===== src/rtl/vsqrt_lane.sv =====
// vsqrt_lane: vector integer square-root lane.
//
// Processes one vector of up to MVL elements per operation. Every element is
// taken either from the streamed operand port or from a broadcast scalar, run
// through a restoring square-root pipeline that resolves one root bit per
// stage, and delivered with its mask bit and remainder.
//
// Ports
//   clk, rst        clock; synchronous active-high reset
//   start           begin an operation (sampled only while busy=0)
//   cont_esc        operand source: 2'b10 = broadcast op_esc, else streamed
//   op_esc          broadcast scalar {valid, data}, captured on start
//   mask            per-element mask, captured on start
//   vlr             vector length, captured on start, clamped to MVL
//   arg_valid/arg_data/arg_ready   streamed operand input
//   out_valid/out_ready            result handshake
//   out_mask/out_data/out_rem      element mask bit, floor(sqrt(x)), x - root^2
//   busy            operation in progress
//   done            one-cycle pulse after the final result handshake
//
// Handshakes: a transfer happens on a rising edge where valid and ready are
// both high. A producer holds valid and its payload steady until the
// transfer; ready may depend combinationally on the consumer's state. Here
// arg_ready and the whole pipeline advance depend on out_ready, while
// out_valid and its payload never depend on out_ready.

module vsqrt_lane #(
  parameter int DATA_WIDTH = 32,
  parameter int MVL        = 32,
  localparam int VLW       = $clog2(MVL) + 1
) (
  input  logic                  clk,
  input  logic                  rst,
  input  logic                  start,
  input  logic [1:0]            cont_esc,
  input  logic [DATA_WIDTH:0]   op_esc,
  input  logic [MVL-1:0]        mask,
  input  logic [VLW-1:0]        vlr,
  input  logic                  arg_valid,
  input  logic [DATA_WIDTH-1:0] arg_data,
  output logic                  arg_ready,
  output logic                  out_valid,
  output logic                  out_mask,
  output logic [DATA_WIDTH/2-1:0] out_data,
  output logic [DATA_WIDTH/2:0]   out_rem,
  input  logic                  out_ready,
  output logic                  busy,
  output logic                  done
);

  localparam int S    = DATA_WIDTH / 2;
  localparam int IDXW = (MVL > 1) ? $clog2(MVL) : 1;

  // Per-stage payload. rad is the radicand still to be consumed, kept
  // left-aligned so its top two bits are always the next pair to bring down.
  typedef struct packed {
    logic [S:0]            rem;
    logic [S-1:0]          root;
    logic [DATA_WIDTH-1:0] rad;
  } stage_t;

  // One restoring step: bring down two radicand bits, try subtracting
  // (4*root + 1); keep the difference and set the new root bit if it fits.
  function automatic stage_t sqrt_step(input stage_t cur);
    stage_t     nxt;
    logic [S+2:0] acc;
    logic [S+2:0] trial;
    logic         ge;
    acc      = {cur.rem, cur.rad[DATA_WIDTH-1 -: 2]};
    trial    = {1'b0, cur.root, 2'b01};
    ge       = (acc >= trial);
    nxt.rem  = ge ? (S+1)'(acc - trial) : (S+1)'(acc);
    nxt.root = S'({cur.root, ge});
    nxt.rad  = DATA_WIDTH'({cur.rad, 2'b00});
    return nxt;
  endfunction

  // ---------------------------------------------------------------------
  // Operation control registers
  // ---------------------------------------------------------------------
  logic                  busy_q, busy_d;
  logic                  done_q, done_d;
  logic [VLW-1:0]        vlr_q, vlr_d;
  logic [VLW-1:0]        issued_q, issued_d;
  logic [VLW-1:0]        retired_q, retired_d;
  logic [MVL-1:0]        mask_q, mask_d;
  logic [1:0]            cont_esc_q, cont_esc_d;
  logic [DATA_WIDTH:0]   op_esc_q, op_esc_d;

  // ---------------------------------------------------------------------
  // Pipeline registers. Entry 0 holds the freshly issued operand; entry
  // k+1 holds the result of resolving root bit S-1-k. Entry S is the output.
  // ---------------------------------------------------------------------
  logic [S:0] vld_q, vld_d;
  logic [S:0] msk_q, msk_d;
  stage_t     st_q [S+1];
  stage_t     st_d [S+1];

  logic                  adv;
  logic                  bcast;
  logic                  can_issue;
  logic                  issue_fire;
  logic                  issue_mask;
  logic [DATA_WIDTH-1:0] issue_data;
  logic                  out_fire;
  logic [VLW-1:0]        vlr_clamped;

  assign out_valid = vld_q[S];
  assign out_mask  = msk_q[S];
  assign out_data  = st_q[S].root;
  assign out_rem   = st_q[S].rem;
  assign busy      = busy_q;
  assign done      = done_q;

  // Every stage moves together; a stalled output freezes the whole pipe.
  assign adv      = ~out_valid | out_ready;
  assign out_fire = out_valid & out_ready;

  assign vlr_clamped = (vlr > VLW'(MVL)) ? VLW'(MVL) : vlr;
  assign bcast       = (cont_esc_q == 2'b10);
  assign can_issue   = busy_q & adv & (issued_q < vlr_q);
  assign arg_ready   = can_issue & ~bcast;
  // A broadcast with its valid bit clear never issues; the operation then
  // stays busy until reset.
  assign issue_fire  = can_issue & (bcast ? op_esc_q[DATA_WIDTH] : arg_valid);
  assign issue_data  = bcast ? op_esc_q[DATA_WIDTH-1:0] : arg_data;
  assign issue_mask  = mask_q[issued_q[IDXW-1:0]];

  // ---------------------------------------------------------------------
  // Control next-state
  // ---------------------------------------------------------------------
  always_comb begin
    busy_d     = busy_q;
    done_d     = 1'b0;
    vlr_d      = vlr_q;
    issued_d   = issued_q;
    retired_d  = retired_q;
    mask_d     = mask_q;
    cont_esc_d = cont_esc_q;
    op_esc_d   = op_esc_q;

    if (!busy_q) begin
      if (start) begin
        vlr_d      = vlr_clamped;
        mask_d     = mask;
        cont_esc_d = cont_esc;
        op_esc_d   = op_esc;
        issued_d   = '0;
        retired_d  = '0;
        // An empty vector completes immediately without ever going busy.
        busy_d     = (vlr_clamped != '0);
        done_d     = (vlr_clamped == '0);
      end
    end else begin
      if (issue_fire) begin
        issued_d = issued_q + VLW'(1);
      end
      if (out_fire) begin
        retired_d = retired_q + VLW'(1);
        if (retired_d == vlr_q) begin
          busy_d = 1'b0;
          done_d = 1'b1;
        end
      end
    end
  end

  // ---------------------------------------------------------------------
  // Pipeline next-state
  // ---------------------------------------------------------------------
  always_comb begin
    vld_d = vld_q;
    msk_d = msk_q;
    for (int k = 0; k <= S; k++) begin
      st_d[k] = st_q[k];
    end

    if (adv) begin
      vld_d[0]    = issue_fire;
      msk_d[0]    = issue_mask;
      st_d[0]     = '0;
      st_d[0].rad = issue_data;
      for (int k = 0; k < S; k++) begin
        vld_d[k+1] = vld_q[k];
        msk_d[k+1] = msk_q[k];
        st_d[k+1]  = sqrt_step(st_q[k]);
      end
    end
  end

  // ---------------------------------------------------------------------
  // State registers
  // ---------------------------------------------------------------------
  always_ff @(posedge clk) begin
    if (rst) begin
      busy_q     <= 1'b0;
      done_q     <= 1'b0;
      vlr_q      <= '0;
      issued_q   <= '0;
      retired_q  <= '0;
      mask_q     <= '0;
      cont_esc_q <= '0;
      op_esc_q   <= '0;
      vld_q      <= '0;
      msk_q      <= '0;
      for (int k = 0; k <= S; k++) begin
        st_q[k] <= '0;
      end
    end else begin
      busy_q     <= busy_d;
      done_q     <= done_d;
      vlr_q      <= vlr_d;
      issued_q   <= issued_d;
      retired_q  <= retired_d;
      mask_q     <= mask_d;
      cont_esc_q <= cont_esc_d;
      op_esc_q   <= op_esc_d;
      vld_q      <= vld_d;
      msk_q      <= msk_d;
      for (int k = 0; k <= S; k++) begin
        st_q[k] <= st_d[k];
      end
    end
  end

endmodule


===== config.mk =====
export PLATFORM = sky130hd
export DESIGN_NAME = vsqrt_lane
export DESIGN_NICKNAME = d
export VERILOG_FILES = /design/src/rtl/vsqrt_lane.sv
export SDC_FILE = /design/constraint.sdc
export NUM_CORES = 2
export LEC_CHECK = 0
export CAP_MARGIN = 20
export CORE_UTILIZATION = 55
export DETAILED_ROUTE_END_ITERATION = 16
export PLACE_DENSITY = 0.86
export RECOVER_POWER = 50
export SLEW_MARGIN = 20
export SYNTH_ARGS = -nofsm -noshare
export SYNTH_HDL_FRONTEND = slang
export SYNTH_SLANG_ARGS = --single-unit

===== constraint.sdc =====
create_clock -name clk -period 2.5 [get_ports clk]
set_input_delay 0.25 -clock clk [delete_from_list [all_inputs] [get_ports clk]]
set_output_delay 0.25 -clock clk [all_outputs]
set_load 0.03 [all_outputs]

; Word level (Yosys, flattened, before mapping)
; Memory sizes are Yosys's and may differ from the RTL's.
; Cells that the tools add are included.
[op_classes]
n_addsub = 18
magnitude_cmp = 19
eq_ne = 4
n_mux = 55
bitwise = 26
reduce_logical = 6
[op_table]
columns = operator, count
row1 = 1105-bit two-way mux, 1
row2 = 65-bit two-way mux, 17
row3 = 19-bit by 18-bit >= comparator with 1-bit output, 16
row4 = 17-bit two-way mux, 16
row5 = 17-bit subtractor, 16
row6 = 6-bit two-way mux, 6
row7 = 32-bit two-way mux, 1
row8 = 1-bit OR, 18
row9 = 1-bit two-way mux, 13
row10 = "6-bit by 1-bit adder with 6-bit output, second input constant", 2
row11 = 6-bit equality test, 1
row12 = "6-bit > comparator, second input constant", 1
row13 = 6-bit logical NOT, 1
row14 = "5-bit by 6-bit < comparator with 1-bit output, second input constant", 1
row15 = 6-bit < comparator, 1
row16 = 2-bit AND reduction, 3
row17 = 6-bit nonzero test, 1
row18 = 1-bit AND, 5
row19 = 1-bit binary-select mux with 5-bit select, 1
row20 = "2-bit by 1-bit != test with 1-bit output, second input constant", 2
row21 = 1-bit inverter, 3
row22 = "2-bit equality test, second input constant", 1
row23 = 2-bit nonzero test, 1
[totals]
reg_bits = 121
ramBits = 1105
input_bits = 110
output_inout_bits = 38
word_cells = 139
mem_count = 1
[mem_list]
columns = name, depth, word_bits, read_ports, rd_clocked_by_memory_dff, write_ports, line_no
row1 = st_q, 17, 65, 17, 0, 17, 96  ; stage_t st_q [S+1];

; Longest topological paths before layout
[logic_depth]
ltp_word = 7
depth_mapped = 11
depth_no_buf = 9

; Least setup slack after synthesis
; Ideal clock, no wire load.
[synth_timing]
kind = flip-flop to flip-flop
start = memory st_q[0][749] (netlist name)
end = memory st_q[0][837] (netlist name)
arrival_ns = 2.547
t_required_ns = 2.430
setup_slack_ns = -0.117
path_stages_with_launch = 11
path_buffers = 1
period_less_slack_ns = 2.617
path_cell_list = dfxtp_1 inv_1 ha_1 a21o_1 a21o_1 a221oi_1 o211ai_1 clkbuf_1 o21ai_0 o21ai_0 a21oi_1
[synth_lines]
columns = item, line_no
row1 = from (decl), 96

==> flow_metrics.tcl <==
set metrics [dict create \
    htree_levels 3 \
    track_usage 0.2777 \
    routedWlPerCell_um 16.94 \
    io_pins 148 \
    gp_congestion 0.9569 \
    holdPathEnd "mask_q[24]$_SDFFE_PP0P_" \
    dr.pass1.iters 6 \
    cp.required_ps 3000 \
    cts_buffers 78 \
    ys.flop_type "dfxtp_1" \
    dp_slack_ps -73.56 \
    seq_area_frac_synth 0.4190 \
    hold_class "in2reg" \
    busiest_layer "met2" \
    status "complete, but fails checks" \
    instances_no_fill 5960 \
    crit_type "reg2reg" \
    violations "capacitance limit, slew limit, setup timing" \
    grt.overflow.total 0 \
    slew_violations 222 \
    ant_nets 0 \
    drive_above_1_share 0.1258 \
    drc 0 \
    syn-cell-area_mm2 0.03741 \
    vias_per_cell 5.855 \
    grt_pass1_vias 33191 \
    path_clk_slew_ps 60 \
    synth_edf_count 0 \
    worst_setup_path_end_kind "flip-flop" \
    io_buffer_count 147 \
    dp.cells 5790 \
    initial_core_util 0.5561 \
    yosysWarnings 0 \
    r2r_slack_ps -80 \
    rows 95 \
    hpwl_um 65990 \
    fp.dieW_um 262.8 \
    vias 34896 \
    max_freq_mhz 387.7 \
    fin_skew_ps 27.48 \
    holdCritStartpoint "mask[24]" \
    synth_cells 4779 \
    worstSkewPairLatency_ps 650 \
    fin_area_mm2 0.04513 \
    die_h_um 262.8 \
    final_common_cell "nand2_1" \
    cell_internal_pwr_mw 32.49 \
    setup_violations 3 \
    p_switching_mw 18.41 \
    peakVddDrop_mv 0.6717 \
    drt-total-wl_um 101000 \
    r2r_end "st_q[0][899]$_SDFFE_PP0N_" \
    grt_use_met1 0.3618 \
    clock_power_share 0.248 \
    max_cap_viol_count 2 \
    comb_power_share 0.439 \
    whs_path_depth 3 \
    synth_cell_type_count 79 \
    postSynthRegisterBits 783 \
    core_area_mm2 0.06728 \
    timing.rr.start "st_q[0][823]$_SDFFE_PP0N_" \
    cts.path.max_buffers 3 \
    use_met3 0.04123 \
    synth_nets 5050 \
    root_buffer "clkbuf_16" \
    antenna_found_initial 0 \
    pwr_density_cell_mw_per_mm2 1128 \
    drtIter0Drc 3351 \
    grt_use_met2 0.4709 \
    post-route-util 0.6708 \
    layout_common_cells "1110 x nand2_1, 763 x dfxtp_1, 706 x a21oi_1" \
    p_leak_nw 17.21 \
    cts.sinks 783 \
    hold_viol 0 \
    period_share 1.032 \
    layout.nets 5296 \
    rsz0062_at_grt "true" \
    rr_worst_depth 9 \
    die_area_mm2 0.06907 \
    syn_avg_cell_area_um2 7.828 \
    crit_arrival_ps 3080 \
    worstSetupStartpointType "flip-flop" \
    setup_ws_ps -79.59 \
    swShare 0.3616 \
    seqPwrFrac 0.313 \
    grt_max_degree 151 \
    postSynth.asyncResetShare 0 \
    postPlaceCellArea_mm2 0.04148 \
    slew-limit-headroom -0.1664 \
    cts_tree "done" \
    area_growth_pct 20.63 \
    antenna_cells 0 \
    grt_pass1_wl_um 162200 \
    tns_ps -132.4 \
    fin_crit_ps 2580 \
    cp_max_fo 5 \
    worstMarginPinSlew_ps 1750 \
]
[per-layer routing]
metal / wire length [um] / part of all wire / vias up
met5: 0 / 0 / -
met4: 2829 / 0.028 / 0
met3: 5996 / 0.059 / 241
met2: 48710 / 0.48 / 1109
met1: 43430 / 0.43 / 16613
li1: - / - / 16933
[stage by stage]
| stage | total power [mW] | hold WS [ps] |
|---|---|---|
| 6_report | 50.90 | 140.7 |
| 3_3_place_gp | 35.28 | 437.3 |
| 3_5_place_dp | 35.82 | 442.5 |
| 2_1_floorplan | 29.68 | 386.0 |
| 4_1_cts | 48.68 | 109.2 |
| 5_1_grt | 53.75 | 138.2 |
[final cells by class]
class	instances	area [um^2]
clock buffers	116	2295
clock inverters	26	495.5
flip-flops and latches	783	15700
repair buffers	493	4437
inverters	186	699.4
well taps	873	1092
fillers	5002	22150
multi-input cells	3483	20410
[sequential cells by signal (all words and copies together) (netlist names)]
signal	flops
busy	1
cont_esc_q	2
done	1
issued_q	6
mask_q	32
msk_q	17
op_esc_q	33
retired_q	6
st_q	662
vld_q	17
vlr_q	6
[critical path, cell delays in order (launching register included)]
cell and delay [ps]:
dfxtp_2 340, inv_1 50, ha_1 310, and3_4 190
a2111o_1 490, a311oi_4 410, buf_6 180, nor3_1 50
a211oi_1 300, nor2_1 110
[Yosys cell counts, types with 10 or more instances]
| master | number | area (um^2) |
|---|---|---|
| a211oi_1 | 84 | 630.6 |
| a21o_1 | 37 | 277.8 |
| a21oi_1 | 716 | 3583 |
| a22o_1 | 10 | 87.58 |
| a311oi_1 | 10 | 87.58 |
| a31o_2 | 11 | 96.34 |
| a31oi_1 | 41 | 256.5 |
| a32oi_1 | 13 | 113.9 |
| and2_1 | 13 | 81.33 |
| and3_1 | 24 | 150.1 |
| buf_1 | 12 | 45.04 |
| buf_4 | 35 | 262.8 |
| clkbuf_1 | 275 | 1032 |
| dfxtp_1 | 783 | 15680 |
| ha_1 | 161 | 2014 |
| inv_1 | 185 | 694.4 |
| mux2i_1 | 67 | 670.6 |
| mux4_2 | 10 | 225.2 |
| nand2_1 | 1110 | 4167 |
| nand2b_1 | 25 | 156.4 |
| nand3_1 | 59 | 295.3 |
| nand3b_1 | 19 | 142.6 |
| nand4_1 | 25 | 156.4 |
| nor2_1 | 212 | 795.8 |
| nor2b_1 | 35 | 219.0 |
| nor3_1 | 68 | 340.3 |
| nor4_1 | 30 | 187.7 |
| o211ai_1 | 20 | 150.1 |
| o21a_1 | 42 | 315.3 |
| o21ai_0 | 276 | 1381 |
| o31a_1 | 10 | 87.58 |
| o31ai_1 | 11 | 82.58 |
| or3_1 | 27 | 168.9 |
| or4_1 | 18 | 135.1 |
| xnor2_1 | 92 | 805.8 |
| xor2_1 | 76 | 665.6 |
[power groups by stage]
stage | clock network [mW] | registers [mW] | logic (mW)
detailed placement | 0 | 16.0 | 19.8
finish | 12.6 | 15.9 | 22.4
CTS | 12.7 | 15.8 | 20.2
global placement | 0 | 16.0 | 19.3
global route | 13.2 | 16.1 | 24.4
floorplan | 0 | 15.5 | 14.2
[timing repair]
item / in CTS / in global routing
cloned: 2 / 5
resized for setup: 18 / 144
buffers inserted: 4 / 16
endpoints found under the setup margin: 28 / 158
hold endpoints to repair: 20 / 0
hold buffers: 1 / 0
pin swaps: 3 / 28
[worst max-delay path by stage]
stage / startpoint / depth (start not counted) / end / slack (ps)
after floorplan: st_q[0][686]$_SDFFE_PP0N_ / 11 / st_q[0][765]$_SDFFE_PP0N_ / 20
after global placement: st_q[0][1021]$_SDFFE_PP0N_ / 10 / st_q[0][1090]$_SDFFE_PP0N_ / 10
after detailed placement: st_q[0][1021]$_SDFFE_PP0N_ / 10 / st_q[0][1091]$_SDFFE_PP0N_ / -70
after CTS: vlr_q[1]$_SDFFE_PP0P_ / 7 / arg_ready / -5
after global routing: st_q[0][822]$_SDFFE_PP0N_ / 10 / st_q[0][899]$_SDFFE_PP0N_ / -120
final: st_q[0][823]$_SDFFE_PP0N_ / 9 / st_q[0][899]$_SDFFE_PP0N_ / -80
[cells by family after synthesis]
logic type               Yosys count  share of synthesized area
multiplexers                      83                    0.02575
AO/OA/AOI/OAI                   1361                     0.2092
XOR/XNOR                         168                    0.03933
buffers and inverters            513                    0.05515
adder cells (fa/ha/maj)          161                    0.05384
flip-flops                       783                     0.4190
AND/OR/NAND/NOR                 1710                     0.1978
Note: power is estimated with default switching activity, not from simulation.
